`config.mk`:
```
export PLATFORM = sky130hd
export DESIGN_NAME = ad9837_sweep_controller
export DESIGN_NICKNAME = d
export VERILOG_FILES = /design/src/rtl/ad9837_sweep_controller.sv
export SDC_FILE = /design/constraint.sdc
export NUM_CORES = 1
export LEC_CHECK = 0
export ABC_CLOCK_PERIOD_IN_PS = 9200
export BUFFER_PORTS_ARGS = -buffer_cell sky130_fd_sc_hd__clkbuf_2
export CAP_MARGIN = 20
export CORE_ASPECT_RATIO = 1.2
export CORE_UTILIZATION = 55
export DETAILED_ROUTE_END_ITERATION = 8
export PLACE_DENSITY = 0.81
export SYNTH_ARGS = -nofsm -noshare
export SYNTH_HDL_FRONTEND = slang
export SYNTH_SLANG_ARGS = --single-unit
```
`constraint.sdc`:
```
create_clock -name clk_i -period 9.2 [get_ports clk_i]
set_clock_uncertainty 0.2 [all_clocks]
set_input_delay 0 -clock clk_i [delete_from_list [all_inputs] [get_ports clk_i]]
set_output_delay 0 -clock clk_i [all_outputs]
set_load 0.03 [all_outputs]
```
`src/rtl/ad9837_sweep_controller.sv`:
```
// ad9837_sweep_controller: configures an AD9837 and then steps FREQ0 from a
// start tuning word to a stop tuning word. Each frequency is held for a
// programmable number of clocks. Command words go to the SPI word serializer
// over a valid/ready handshake.
module ad9837_sweep_controller #(
  parameter logic [11:0] PHASE_WORD = 12'h000,
  parameter int unsigned DWELL_W    = 32
) (
  input  logic               clk_i,
  input  logic               rst_i,
  input  logic               start_i,
  input  logic               abort_i,
  input  logic [27:0]        f_start_i,
  input  logic [27:0]        f_stop_i,
  input  logic [27:0]        f_step_i,
  input  logic [DWELL_W-1:0] dwell_i,
  input  logic [1:0]         wave_sel_i,
  input  logic               loop_i,
  output logic [15:0]        word_o,
  output logic               word_valid_o,
  input  logic               word_ready_i,
  output logic               busy_o,
  output logic               done_o,
  output logic [27:0]        cur_freq_o
);

  typedef enum logic [3:0] {
    S_IDLE,
    S_CFG_RST,
    S_CFG_LSB,
    S_CFG_MSB,
    S_CFG_PH,
    S_CFG_RUN,
    S_DWELL,
    S_STEP_LSB,
    S_STEP_MSB,
    S_HOLD,
    S_ABORT_RST
  } state_t;

  localparam logic [15:0] W_RESET = 16'h2100;  // B28 | RESET

  state_t             state_q, state_d;

  logic [27:0]        f_start_q, f_stop_q, f_step_q;
  logic [DWELL_W-1:0] dwell_q;
  logic [1:0]         wave_q;
  logic               loop_q;

  logic [27:0]        freq_q;   // frequency being programmed
  logic [27:0]        cur_q;    // frequency loaded in the device
  logic [DWELL_W-1:0] cnt_q;
  logic               abort_pend_q;
  logic               done_q, done_d;

  logic               latch_cfg, adv_freq, wrap_freq;
  logic               accept, abort_now, dwell_last;
  logic               sweep_end, can_loop;
  logic [28:0]        nxt;
  logic [DWELL_W-1:0] dwell_load;
  logic [15:0]        run_word;

  assign accept     = word_valid_o & word_ready_i;
  assign abort_now  = abort_i | abort_pend_q;
  assign dwell_last = (cnt_q == DWELL_W'(1));
  assign dwell_load = (dwell_q == '0) ? DWELL_W'(1) : dwell_q;

  // Next tuning word, one bit wider so overflow past 28 bits ends the sweep.
  assign nxt       = {1'b0, cur_q} + {1'b0, f_step_q};
  assign sweep_end = nxt[28] | (nxt[27:0] > f_stop_q) | (f_step_q == '0);
  assign can_loop  = loop_q & (f_step_q != '0) & (f_start_q <= f_stop_q);

  // Control word that (re)enables the output with the selected waveform.
  always_comb begin
    run_word = 16'h2000;
    case (wave_q)
      2'b00:   run_word = 16'h2000;
      2'b01:   run_word = 16'h2002;
      2'b10:   run_word = 16'h2028;
      default: run_word = 16'h2020;
    endcase
  end

  // State register.
  always_ff @(posedge clk_i) begin
    if (rst_i) begin
      state_q <= S_IDLE;
    end else begin
      state_q <= state_d;
    end
  end

  // Next-state logic and datapath strobes.
  always_comb begin
    state_d   = state_q;
    latch_cfg = 1'b0;
    adv_freq  = 1'b0;
    wrap_freq = 1'b0;
    done_d    = 1'b0;
    case (state_q)
      S_IDLE: begin
        if (start_i && !abort_i) begin
          state_d   = S_CFG_RST;
          latch_cfg = 1'b1;
        end
      end
      S_CFG_RST: begin
        if (accept) state_d = abort_now ? S_ABORT_RST : S_CFG_LSB;
      end
      S_CFG_LSB: begin
        if (accept) state_d = abort_now ? S_ABORT_RST : S_CFG_MSB;
      end
      S_CFG_MSB: begin
        if (accept) state_d = abort_now ? S_ABORT_RST : S_CFG_PH;
      end
      S_CFG_PH: begin
        if (accept) state_d = abort_now ? S_ABORT_RST : S_CFG_RUN;
      end
      S_CFG_RUN: begin
        if (accept) state_d = abort_now ? S_ABORT_RST : S_DWELL;
      end
      S_DWELL: begin
        if (abort_i) begin
          state_d = S_ABORT_RST;
        end else if (dwell_last) begin
          if (!sweep_end) begin
            state_d  = S_STEP_LSB;
            adv_freq = 1'b1;
          end else if (can_loop) begin
            state_d   = S_STEP_LSB;
            wrap_freq = 1'b1;
          end else begin
            state_d = S_HOLD;
            done_d  = 1'b1;
          end
        end
      end
      S_STEP_LSB: begin
        if (accept) state_d = abort_now ? S_ABORT_RST : S_STEP_MSB;
      end
      S_STEP_MSB: begin
        if (accept) state_d = abort_now ? S_ABORT_RST : S_DWELL;
      end
      S_HOLD: begin
        if (abort_i) begin
          state_d = S_ABORT_RST;
        end else if (start_i) begin
          state_d   = S_CFG_RST;
          latch_cfg = 1'b1;
        end
      end
      S_ABORT_RST: begin
        if (accept) state_d = S_IDLE;
      end
      default: state_d = S_IDLE;
    endcase
  end

  // Output decode: command word per send state, busy outside IDLE/HOLD.
  always_comb begin
    word_o       = '0;
    word_valid_o = 1'b0;
    case (state_q)
      S_CFG_RST, S_ABORT_RST: begin
        word_o       = W_RESET;
        word_valid_o = 1'b1;
      end
      S_CFG_LSB, S_STEP_LSB: begin
        word_o       = {2'b01, freq_q[13:0]};
        word_valid_o = 1'b1;
      end
      S_CFG_MSB, S_STEP_MSB: begin
        word_o       = {2'b01, freq_q[27:14]};
        word_valid_o = 1'b1;
      end
      S_CFG_PH: begin
        word_o       = {4'hC, PHASE_WORD};
        word_valid_o = 1'b1;
      end
      S_CFG_RUN: begin
        word_o       = run_word;
        word_valid_o = 1'b1;
      end
      default: ;
    endcase
    busy_o = (state_q != S_IDLE) && (state_q != S_HOLD);
  end

  assign done_o     = done_q;
  assign cur_freq_o = cur_q;

  // Datapath: latched sweep settings, frequency tracking, dwell timer, abort latch.
  always_ff @(posedge clk_i) begin
    if (rst_i) begin
      f_start_q    <= '0;
      f_stop_q     <= '0;
      f_step_q     <= '0;
      dwell_q      <= '0;
      wave_q       <= '0;
      loop_q       <= 1'b0;
      freq_q       <= '0;
      cur_q        <= '0;
      cnt_q        <= '0;
      abort_pend_q <= 1'b0;
      done_q       <= 1'b0;
    end else begin
      done_q <= done_d;

      if (latch_cfg) begin
        f_start_q <= f_start_i;
        f_stop_q  <= f_stop_i;
        f_step_q  <= f_step_i;
        dwell_q   <= dwell_i;
        wave_q    <= wave_sel_i;
        loop_q    <= loop_i;
        freq_q    <= f_start_i;
      end else if (wrap_freq) begin
        freq_q <= f_start_q;
      end else if (adv_freq) begin
        freq_q <= nxt[27:0];
      end

      if (accept && (state_q == S_CFG_MSB || state_q == S_STEP_MSB)) begin
        cur_q <= freq_q;
      end

      if (state_d == S_DWELL && state_q != S_DWELL) begin
        cnt_q <= dwell_load;
      end else if (state_q == S_DWELL && cnt_q != '0) begin
        cnt_q <= cnt_q - DWELL_W'(1);
      end

      // An abort seen while a word is pending is held until that word is accepted.
      if (accept) begin
        abort_pend_q <= 1'b0;
      end else if (word_valid_o && abort_i) begin
        abort_pend_q <= 1'b1;
      end
    end
  end

endmodule

```
# [After elaboration in Yosys (flattened, before gate mapping)]
# Index checks and enable logic that the tools add are counted.
[op_classes] n_reduce_logical=24 mux=44 n_lt_le_gt_ge=2 addsub=2 n_eq_ne=16 n_bitwise=9
[ops] op="$mux W32" n=3
[ops] op="$mux W28" n=3
[ops] op="$pmux W16 S5" n=1
[ops] op="$mux W4" n=19
[ops] op="$pmux W4 S10" n=1
[ops] op="$eq A32 B1 Y1 const B" n=1
[ops] op="$logic_not A32 Y1" n=1
[ops] op="$reduce_bool A32 Y1" n=1
[ops] op="$sub A32 B1 Y32 const B" n=1
[ops] op="$add A28 B28 Y29" n=1
[ops] op="$gt A28 B28 Y1" n=1
[ops] op="$le A28 B28 Y1" n=1
[ops] op="$logic_not A28 Y1" n=1
[ops] op="$reduce_bool A28 Y1" n=1
[ops] op="$eq A4 B3 Y1 const B" n=5
[ops] op="$pmux W6 S3" n=1
[ops] op="$mux W1" n=14
[ops] op="$eq A4 B4 Y1 const B" n=3
[ops] op="$reduce_or A2 Y1" n=5
[ops] op="$eq A4 B2 Y1 const B" n=2
[ops] op="$reduce_or A8 Y1" n=1
[ops] op="$logic_and A1 B1 Y1" n=6
[ops] op="$reduce_or A5 Y1" n=1
[ops] op="$eq A4 B1 Y1 const B" n=1
[ops] op="other kinds (16)" n=22
[word_totals] output_inout_bits=47 reg_bits=213 input_bits=124 elab_cells=109

# [Longest topological paths before layout]
# Gate-level depths: netlist of the first run.
[logic_depth] depth_word=11 depth_mapped=23 depth_no_buf=21

# [Worst setup path before layout of the first run]
# Ideal clock, no wire load.
[synth_timing] path_kind="register -> register" startpoint="reg cur_q[0] (netlist: cur_freq_o[0])" endpoint="reg freq_q[10]" arrival_time_ns=4.980 n_path_buf=2 setup_time_ns=0.073 path_slack_ns=3.947 t_required_ns=8.927 stages_incl_launch_ff=24 period_less_slack_ns=5.253 cell_sequence="dfxtp_1 > ha_1 > inv_1 > fa_1 > nand2b_1 > a21oi_1 > o21ai_1 > o211ai_1 > a21oi_2 > or3b_1 > mux2i_1 > or3_1 > ha_1 > nand4_1 > nor4_2 > and3_1 > a211oi_1 > a211oi_2 > o31a_2 > nor2_1 > or2_1 > buf_6 > buf_8 > o211ai_2"
[synth_between] elab_chain_len=10 word_cells_on_any_way=16 classes_between="add/sub: 1; order compare: 1; mux: 11; bitwise: 2; reduce/logical: 1"
[synth_rtl] item="start, declared" line_no="51" rtl="logic [27:0] cur_q;"
[synth_rtl] item="start signal, assigned" line_no="224" rtl="cur_q <= freq_q;"
[synth_rtl] item="$add A28 B28 Y29 (*)" line_no="69" rtl="assign nxt = {1'b0, cur_q} + {1'b0, f_step_q};"
[synth_rtl] item="$gt A28 B28 Y1" line_no="70" rtl="assign sweep_end = nxt[28] | (nxt[27:0] > f_stop_q) | (f_step_q == '0);"
[synth_rtl] item="$or A1 B1 Y1 (2 in series)" line_no="70"
[synth_rtl] item="$mux W1" line_no="126" rtl="if (!sweep_end) begin"
[synth_rtl] item="$mux W1" line_no="125" rtl="end else if (dwell_last) begin"
[synth_rtl] item="$mux W1" line_no="123" rtl="if (abort_i) begin"
[synth_rtl] item="$mux W1" line_no="100" rtl="case (state_q)"
[synth_rtl] item="$mux W28" line_no="217" rtl="end else if (wrap_freq) begin"
[synth_rtl] item="$mux W28" line_no="209" rtl="if (latch_cfg) begin"
[synth_rtl] item="end signal, assigned" line_no="216" rtl="freq_q <= f_start_i;"
[synth_rtl] item="end signal, assigned" line_no="218" rtl="freq_q <= f_start_q;"
[synth_rtl] item="end signal, assigned" line_no="220" rtl="freq_q <= nxt[27:0];"
[synth_rtl] item="end, declared" line_no="50" rtl="logic [27:0] freq_q;"
# Every way passes the cells marked *; elsewhere a longest branch is shown, timed or not. The select of a mux whose other input is x is not followed.
# A chain may end at the register's enable or synchronous reset.

# [Worst setup path after layout of the first run]
[layout_timing] startpoint="reg f_step_q[0]" endpoint="reg freq_q[18]"
[layout_between] elab_chain_len=10 word_cells_on_any_way=21 classes_between="add/sub: 1; order compare: 1; mux: 12; bitwise: 4; reduce/logical: 3"
[layout_rtl] item="start, declared" line_no="45" rtl="logic [27:0] f_start_q, f_stop_q, f_step_q;"
[layout_rtl] item="start signal, assigned" line_no="212" rtl="f_step_q <= f_step_i;"
[layout_rtl] item="$add A28 B28 Y29 or $reduce_bool A28 Y1 (tied branches)" line_no="69, 71"
[layout_rtl] item="$gt A28 B28 Y1 or $and A1 B1 Y1 (tied branches)" line_no="70, 71"
[layout_rtl] item="$or A1 B1 Y1 or $and A1 B1 Y1 (tied branches)" line_no="70, 71"
[layout_rtl] item="$or A1 B1 Y1 or $mux W1 (tied branches)" line_no="70, 129"
[layout_rtl] item="$mux W1" line_no="126"
[layout_rtl] item="$mux W1" line_no="125"
[layout_rtl] item="$mux W1" line_no="123"
[layout_rtl] item="$mux W1" line_no="100"
[layout_rtl] item="$mux W28" line_no="217"
[layout_rtl] item="$mux W28" line_no="209"
# Several ways; a longest one is shown, not always the timed one. The select of a mux whose other input is x is not followed.

==> reports/qor.csv, run 1 <==
stage;metric;value;unit
run_status;run_status;finished clean;
hold_path;hold_start;dwell_i[15];
timing;layout_min_cycle_time;6.19;ns
synthesis;synth_warnings;0;
clock_tree;clock_latency;0.52;ns
detailed_routing;highest_layer;met4;
timing;tns;0;ns
critical_path;endpoint_kind;flip-flop;
synthesis;netlist_instances;1535;
grt;grt_pass1_wl;63.7;mm
critical_path;rr_endpoint;freq_q[18]$_SDFFE_PP0P_;
final_layout;fin_cells;2119;
floorplanning;core-area;21600;µm²
synthesis;synth.avg_cell_area;7.86;µm²
critical_path;rrSetupSlack;3.01;ns
critical_path;cp_top_family;simple AND/OR/NAND/NOR gates;
timing;fmax;0.162;GHz
hold_path;whs_path_depth;4;
clock_tree;cts_tree;done;
detailed_routing;wl_per_cell;19.5;µm
place;dp.cells;1899;
critical_path;slowest_stage;nand3_1;
place;placed_cell_area;12900;µm²
timing;worst_pin_slew;1.11;ns
timing;rsz0062_at_grt;false;
critical_path;worstPathCellList;ha_1 > inv_1 > fa_1 > nand2b_1 > a21oi_1 > o21ai_1 > o211ai_1 > a21oi_2 > or3b_1 > mux2i_1 > or3_1 > ha_1 > nand4_1 > nor4_2 > and3_1 > a211oi_1 > a211oi_2 > o31ai_1 > nand3_1 > buf_4 > mux2i_1 > o211ai_2;
clock_tree;cts_setup_buffers;0;
synthesis;synth-seq-cells;213;
floorplanning;die_area;22500;µm²
clock_tree;cts_max_level;1;
floorplanning;ioPinCount;171;
grt;grt_antenna_before_repair;1;
critical_path;r2r-start;f_step_q[0]$_SDFFE_PP0P_;
clock_tree;clockRootBuffer;clkbuf_16;
power;powerDensity;167;nW/µm²
synthesis;synth_edf_count;0;
synthesis;seq_area_frac_synth;35.3;%
place;portBuffers;170;
synthesis;synthesis.nets;1746;
timing;setup-violations-final;0;
clock_tree;clock_path_buffers;3;
power;vdd_drop_max;174;µV
timing;finalCritPeriodShare;67.2;%
synthesis;synth_top_flop_cell;dfxtp_1;
critical_path;crit_arrival;6.37;ns
detailed_routing;via_count;12912;
place;place_congestion;0.993;
floorplanning;initial_core_util;55.8;%
detailed_routing;viasPerCell;6.09;
detailed_routing;drc;0;
critical_path;crit_buf_inv;2;
synthesis;synthArstFlopShare;0;%
synthesis;synth.distinct_cells;87;
detailed_routing;drtPass1Iterations;6;
grt;grt_max_degree;103;
clock_tree;post_cts_resized;0;
final_layout;postLayoutCellArea;15600;µm²
critical_path;r2r_cells;22;
final_layout;finalNetCount;2039;
grt;first_global_vias;12481;
clock_tree;clock-sinks;213;
critical_path;cp_data_required_time;9.38;ns
clock_tree;cts_buffers;23;
detailed_routing;wl_met1;14.5;mm
power;leakagePower;6.77;nW
detailed_routing;drtIter0Drc;1132;
timing;finalHoldViolCount;0;
place;dp_slack;3.14;ns
final_layout;area_delta_synth_final;28.9;%
detailed_routing;dr_wl_met2;20.6;mm
hold_path;hold-path-endpoint;dwell_q[15]$_SDFFE_PP0P_;
hold_path;min_path_type;in -> reg;
timing;setup_slack;3.01;ns
final_layout;drive_above_1_share;14.5;%
place;hpwl;26.6;mm
clock_tree;clk_pin_slew;0.07;ns
critical_path;cp-start-kind;flip-flop;
floorplanning;die_h;164;µm
detailed_routing;wl_met3;3.19;mm
detailed_routing;ant_nets;0;
floorplanning;dieWidth;137;µm
detailed_routing;wirelength;41.2;mm
critical_path;crit_fanout;19;
grt;overflow;0;
floorplanning;rows;59;
job;timing.max_cap.violations;0;
critical_path;crit_type;reg -> reg;
synthesis;synth_area;12100;µm²
grt;grt_usage;36.5;%
critical_path;slowest_delay;0.48;ns
timing;drv_slew;0;
timing;slew-limit-headroom;26.2;%
==> routing by layer <==
metal,vias up,global-route usage [%]
li1,6023,-
met1,6023,38.4
met2,658,65.4
met3,208,6.76
met4,0,24.5
met5,-,0
==> report_power, final <==
part           switching (mW)  internal, mW
registers              0.0631         0.977
logic                   0.322         0.221
clock network           0.393         0.628
==> Yosys cell counts (4+ instances only) <==
| library cell | n | area [µm²] |
|---|---|---|
| nand2_1 | 384 | 1440 |
| dfxtp_1 | 213 | 4260 |
| a21oi_1 | 206 | 1030 |
| ha_1 | 86 | 1080 |
| clkbuf_1 | 63 | 236 |
| nor2_1 | 62 | 233 |
| inv_1 | 50 | 188 |
| o21ai_0 | 40 | 200 |
| mux2i_1 | 29 | 290 |
| nor4_1 | 24 | 150 |
| xnor2_1 | 24 | 210 |
| a211oi_1 | 23 | 173 |
| nor3_1 | 22 | 110 |
| nand3_1 | 21 | 105 |
| nand4_1 | 21 | 131 |
| o211ai_1 | 15 | 113 |
| a21o_1 | 13 | 97.6 |
| a31oi_1 | 13 | 81.3 |
| nand2b_1 | 13 | 81.3 |
| xor2_1 | 13 | 114 |
| a22o_1 | 12 | 105 |
| o211ai_2 | 12 | 150 |
| or3_1 | 12 | 75.1 |
| a22oi_1 | 11 | 82.6 |
| o22ai_1 | 11 | 68.8 |
| nor2b_1 | 7 | 43.8 |
| and2_1 | 6 | 37.5 |
| and3_1 | 6 | 37.5 |
| buf_2 | 6 | 30.0 |
| buf_4 | 6 | 45.0 |
| a21boi_0 | 5 | 37.5 |
| a311oi_1 | 5 | 43.8 |
| buf_6 | 5 | 56.3 |
| a2111oi_0 | 4 | 35.0 |
| buf_1 | 4 | 15.0 |
| nor3_2 | 4 | 40.0 |
| nor3b_1 | 4 | 30.0 |
| o21ai_2 | 4 | 35.0 |
| o31a_1 | 4 | 35.0 |
| o31ai_1 | 4 | 30.0 |
==> flip-flops by register name, indices dropped and copies added, names as in the netlist, 4 cells and up <==
register / count
f_stop_q: 28
f_step_q: 28
f_start_q: 28
state_q: 4
freq_q: 28
cnt_q: 32
cur_freq_o: 28
dwell_q: 32
==> per-stage QoR <==
step                      utilization [%]  power (mW)  hold WS, ns
after floorplan                         -        1.36      -0.0715
after global placement               59.7        1.49       0.0247
after detailed placement             59.7        1.50       0.0277
after CTS                            71.8        2.58       0.0381
after global routing                 71.9        2.69       0.0792
final                                71.9        2.60       0.0531
==> cell families (layout without fill, tap and decap cells) <==
group	Yosys count	after routing	synth area share (%)
xor+xnor	37	37	2.69
fa+ha+maj	87	87	9.08
simple gates	614	614	23.3
compound gates	417	417	22.0
buf+inv	137	446	5.05
flops	213	213	35.3
other cells	0	1	0
mux	30	30	2.50
==> cells in the final DEF (no fill, tap or decap), types with 24 or more instances in the layout <==
cell type	netlist	layout
nand2_1	384	384
nor2_1	62	61
o21ai_0	40	40
a21oi_1	206	206
mux2i_1	29	29
dfxtp_1	213	213
inv_1	50	50
nor4_1	24	24
ha_1	86	86
clkbuf_2	0	169
xnor2_1	24	24
dlygate4sd3_1	0	177
==> cell type report <==
class	instances	area [µm²]
inverter	50	188
sequential	213	4260
antenna	1	2.50
fill	1577	6080
timing repair buffer	355	2710
tap	274	343
clock inverter	9	156
multi-input combinational	1185	7210
clock buffer	32	679
==> how the worst max path moves through the flow <==
stage                                          start                      end  slack (ns)  cells past startpoint
after floorplan           cur_freq_o[0]$_SDFFE_PP0P_  freq_q[10]$_SDFFE_PP0P_        3.95                     23
after global placement      f_step_q[0]$_SDFFE_PP0P_  freq_q[26]$_SDFFE_PP0P_        3.33                     22
after detailed placement    f_step_q[0]$_SDFFE_PP0P_  freq_q[26]$_SDFFE_PP0P_        3.14                     22
after CTS                   f_step_q[0]$_SDFFE_PP0P_  freq_q[26]$_SDFFE_PP0P_        3.13                     22
after global routing      cur_freq_o[0]$_SDFFE_PP0P_  freq_q[26]$_SDFFE_PP0P_        2.67                     22
final                       f_step_q[0]$_SDFFE_PP0P_  freq_q[18]$_SDFFE_PP0P_        3.01                     22
==> worst min-delay path, stage by stage <==
cell and delay, ns:
dlygate4sd3_1 0.53, clkbuf_2 0.10, nand2_1 0.04, a21oi_1 0.05
==> what timing repair did <==
item / in CTS / in global routing
hold buffers: 177 / 0
endpoints found under the setup margin: 0 / 0
hold endpoints to repair: 167 / 0
(Power assumes the default switching activity.)
==> run 2, diff against run 1 <==
--- a/config.mk
+++ b/config.mk
@@ -5,13 +5,13 @@
 export SDC_FILE = /design/constraint.sdc
 export NUM_CORES = 1
 export LEC_CHECK = 0
-export ABC_CLOCK_PERIOD_IN_PS = 9200
+export ABC_CLOCK_PERIOD_IN_PS = 5400
 export BUFFER_PORTS_ARGS = -buffer_cell sky130_fd_sc_hd__clkbuf_2
 export CAP_MARGIN = 20
 export CORE_ASPECT_RATIO = 1.2
-export CORE_UTILIZATION = 55
+export CORE_UTILIZATION = 53
 export DETAILED_ROUTE_END_ITERATION = 8
-export PLACE_DENSITY = 0.81
+export PLACE_DENSITY = 0.82
 export SYNTH_ARGS = -nofsm -noshare
 export SYNTH_HDL_FRONTEND = slang
 export SYNTH_SLANG_ARGS = --single-unit
==> constraint.sdc (replaced) <==
create_clock -name clk_i -period 5.4 [get_ports clk_i]
set_clock_uncertainty 0.2 [all_clocks]
set_input_delay 0 -clock clk_i [delete_from_list [all_inputs] [get_ports clk_i]]
set_output_delay 0 -clock clk_i [all_outputs]
set_load 0.03 [all_outputs]
==> run 2 against run 1 <==
Against the previous run: combinational power rose by 80%; core utilization down 1.1 points; fmax increased by 18%; register-to-register slack worse by 2.8 ns; largest power group unchanged; flip-flop and latch count stayed put; cell area up 1.9%; total power is 71% higher; clock power increased by 66%; global-route usage fell by 2.2 points; critical path depth increased by 1.
==> reports/qor.csv, run 2 (synthesized netlist as in run 1, its figures left out) <==
stage;metric;value;unit;change
run_status;run_status;finished clean;;unchanged
power;p_comb_share;22.0;%;was 20.9%
detailed_routing;via_count;12953;;was 12.9k
hold_path;whs_path_depth;4;;unchanged
power;intPower;3.07;mW;was 1.83 mW
place;portBuffers;170;;unchanged
timing;drv_slew;0;;unchanged
detailed_routing;viasPerCell;6.03;;was 6.09
power;p_switching;1.38;mW;was 0.778 mW
place;dp_slack;-0.175;ns;was 3.14 ns
grt;grt_pass1_wl;64.1;mm;was 63.7 mm
power;clkPwrFrac;38.1;%;was 39.2%
grt;overflow;0;;unchanged
clock_tree;clock_path_buffers;3;;unchanged
detailed_routing;wirelength;41.3;mm;was 41.2 mm
detailed_routing;ant_nets;0;;unchanged
timing;layout_min_cycle_time;5.23;ns;was 6.19 ns
final_layout;drive_above_1_share;16.3;%;was 14.5%
clock_tree;clockRootBuffer;clkbuf_16;;unchanged
final_layout;area_delta_synth_final;31.3;%;was 28.9%
power;sequentialPowerShare;39.9;%;about the same
floorplanning;ioPinCount;171;;unchanged
power;powerDensity;281;nW/µm²;was 167 nW/µm²
timing;finalHoldViolCount;0;;unchanged
detailed_routing;wl_per_cell;19.3;µm;was 19.5 µm
floorplanning;initial_core_util;53.9;%;was 55.8%
grt;grt_util_met3;5.60;%;was 6.76%
power;leakagePower;6.88;nW;was 6.77 nW
job;timing.max_cap.violations;0;;unchanged
timing;slew-limit-headroom;36.4;%;was 26.2%
timing;fmax;0.191;GHz;was 0.162 GHz
final_layout;finalNetCount;2059;;was 2039
timing;worst_pin_slew;0.954;ns;was 1.11 ns
place;hpwl;27.1;mm;was 26.6 mm
clock_tree;cts_tree;done;;unchanged
floorplanning;rows;60;;was 59
power;p_sw_share;31.0;%;was 29.9%
final_layout;mostFrequentLayoutCells;384 x nand2_1, 211 x dfxtp_1, 205 x a21oi_1, 178 x dlygate4sd3_1, 169 x clkbuf_2;;was 384 x nand2_1, 213 x dfxtp_1, 206 x a21oi_1, 177 x dlygate4sd3_1, 169 x clkbuf_2
clock_tree;cts_max_level;1;;unchanged
critical_path;crit_fanout;13;;was 19
critical_path;endpoint_kind;flip-flop;;unchanged
clock_tree;clock_latency;0.53;ns;was 0.52 ns
final_layout;mostFrequentLayoutCell;nand2_1;;unchanged
detailed_routing;drtPass1Iterations;5;;was 6
detailed_routing;drtIter0Drc;984;;was 1132
final_layout;fin_cells;2147;;was 2119
grt;grt.busiest_layer;met2;;unchanged
hold_path;min_path_type;in -> reg;;unchanged
timing;finalCritPeriodShare;96.9;%;was 67.2%
timing;setup_slack;0.167;ns;was 3.01 ns
grt;grt_max_degree;104;;was 103
final_layout;multi_input_area;7310;µm²;was 7210 µm²
timing;setup-violations-final;0;;unchanged
power;vdd_drop_max;229;µV;was 174 µV
critical_path;cp_data_required_time;5.61;ns;was 9.38 ns
place;dp.cells;1913;;was 1899
clock_tree;clock-sinks;213;;unchanged
grt;grt_usage;34.3;%;was 36.5%
floorplanning;die_h;167;µm;was 164 µm
grt;grt_util_met1;36.4;%;was 38.4%
grt;first_global_vias;12614;;was 12.5k
critical_path;crit_arrival;5.44;ns;was 6.37 ns
floorplanning;die_area;23400;µm²;was 22500 µm²
floorplanning;dieWidth;140;µm;was 137 µm
clock_tree;cts_buffers;24;;was 23
place;place_congestion;0.996;;was 0.993
floorplanning;core-area;22400;µm²;was 21600 µm²
final_layout;seqCellArea;4270;µm²;was 4260 µm²
grt;use_met2;61.7;%;was 65.4%
critical_path;r2r_cells;23;;was 22
critical_path;cp-start-kind;flip-flop;;unchanged
clock_tree;clk_pin_slew;0.06;ns;was 0.07 ns
final_layout;top_regs;cnt_q: 32 flops, dwell_q: 32 flops;;unchanged
final_layout;n_fill_cell;1641;;was 1577
critical_path;crit_type;reg -> reg;;unchanged
grt;grt_antenna_before_repair;2;;was 1
detailed_routing;drc;0;;unchanged
==> run 2: cell types whose count changed in the layout (fill, tap and decap cells not counted), sizes merged <==
cell	change
clkinv	+5
clkinvlp	+2
dlygate4sd3	+1
diode	+1
buf	+17
clkbuf	-1
bufinv	-2
==> run 2: power by group through the flow <==
stage | logic [mW] | registers, mW | clock network, mW
finish | 0.979 | 1.77 | 1.69
global placement | 0.752 | 1.80 | 0
floorplan | 0.564 | 1.75 | 0
global route | 1.06 | 1.78 | 1.77
detailed placement | 0.771 | 1.80 | 0
CTS | 0.904 | 1.76 | 1.70
==> run 2: final cells by class <==
| type | count | share of cell area [%] |
|---|---|---|
| Clock inverter | 14 | 0.892 |
| Timing Repair Buffer | 374 | 18.4 |
| Antenna cell | 2 | 0.0316 |
| Inverter | 50 | 1.18 |
| Sequential cell | 213 | 26.9 |
| Clock buffer | 30 | 4.26 |
| Multi-Input combinational cell | 1185 | 46.2 |
| Tap cell | 279 | 2.20 |
==> run 2: metrics by stage <==
step	hold slack (ns)	total power, mW	area (µm²)	setup TNS (ns)	util [%]
after floorplan	-0.0715	2.31	12100	0	-
after global placement	0.0248	2.55	13000	0	58.1
after detailed placement	0.0274	2.57	13000	-3.20	58.1
after CTS	0.0386	4.36	15700	0	70.2
after global routing	0.0579	4.61	15800	-0.278	70.8
final	0.0501	4.45	15800	0	70.8
==> run 2: metal layers <==
| metal | vias up | wire (µm) |
|---|---|---|
| met1 | 6061 | 14800 |
| met2 | 624 | 20600 |
| met5 | - | 0 |
| met3 | 206 | 2920 |
| met4 | 0 | 3030 |
| li1 | 6062 | - |
==> run 2: worst paths after layout <==
check	start	slack, ns	endpoint
min	f_stop_i[12]	0.05	f_stop_q[12]$_SDFFE_PP0P_
max	f_step_q[0]$_SDFFE_PP0P_	0.17	freq_q[12]$_SDFFE_PP0P_
max reg2reg	f_step_q[0]$_SDFFE_PP0P_	0.17	freq_q[12]$_SDFFE_PP0P_
min reg2reg	f_stop_q[11]$_SDFFE_PP0P_	0.26	f_stop_q[11]$_SDFFE_PP0P_
==> run 2: timing repair <==
item	4_1_cts	5_1_grt
pin swaps	5	17
gates resized for setup	9	18
hold buffers	178	0
cloned	1	1
hold endpoints to repair	194	0
endpoints found under the setup margin	26	30
buffers inserted	3	5
==> run 2: critical path, cell delays in order (launching register included) <==
cell      delay [ns]
dfxtp_2         0.35
ha_4            0.14
inv_2           0.04
fa_2            0.37
nand2b_4        0.17
a21oi_4         0.19
o21ai_4         0.08
o211ai_1        0.30
a21oi_2         0.12
or3b_1          0.39
mux2i_2         0.17
or3_4           0.38
ha_4            0.27
nand4_1         0.13
nor4_4          0.36
and3_1          0.20
a211oi_1        0.05
a211oi_2        0.29
o31ai_2         0.13
nand3_1         0.09
buf_4           0.17
buf_12          0.17
mux2i_1         0.25
o211ai_2        0.09
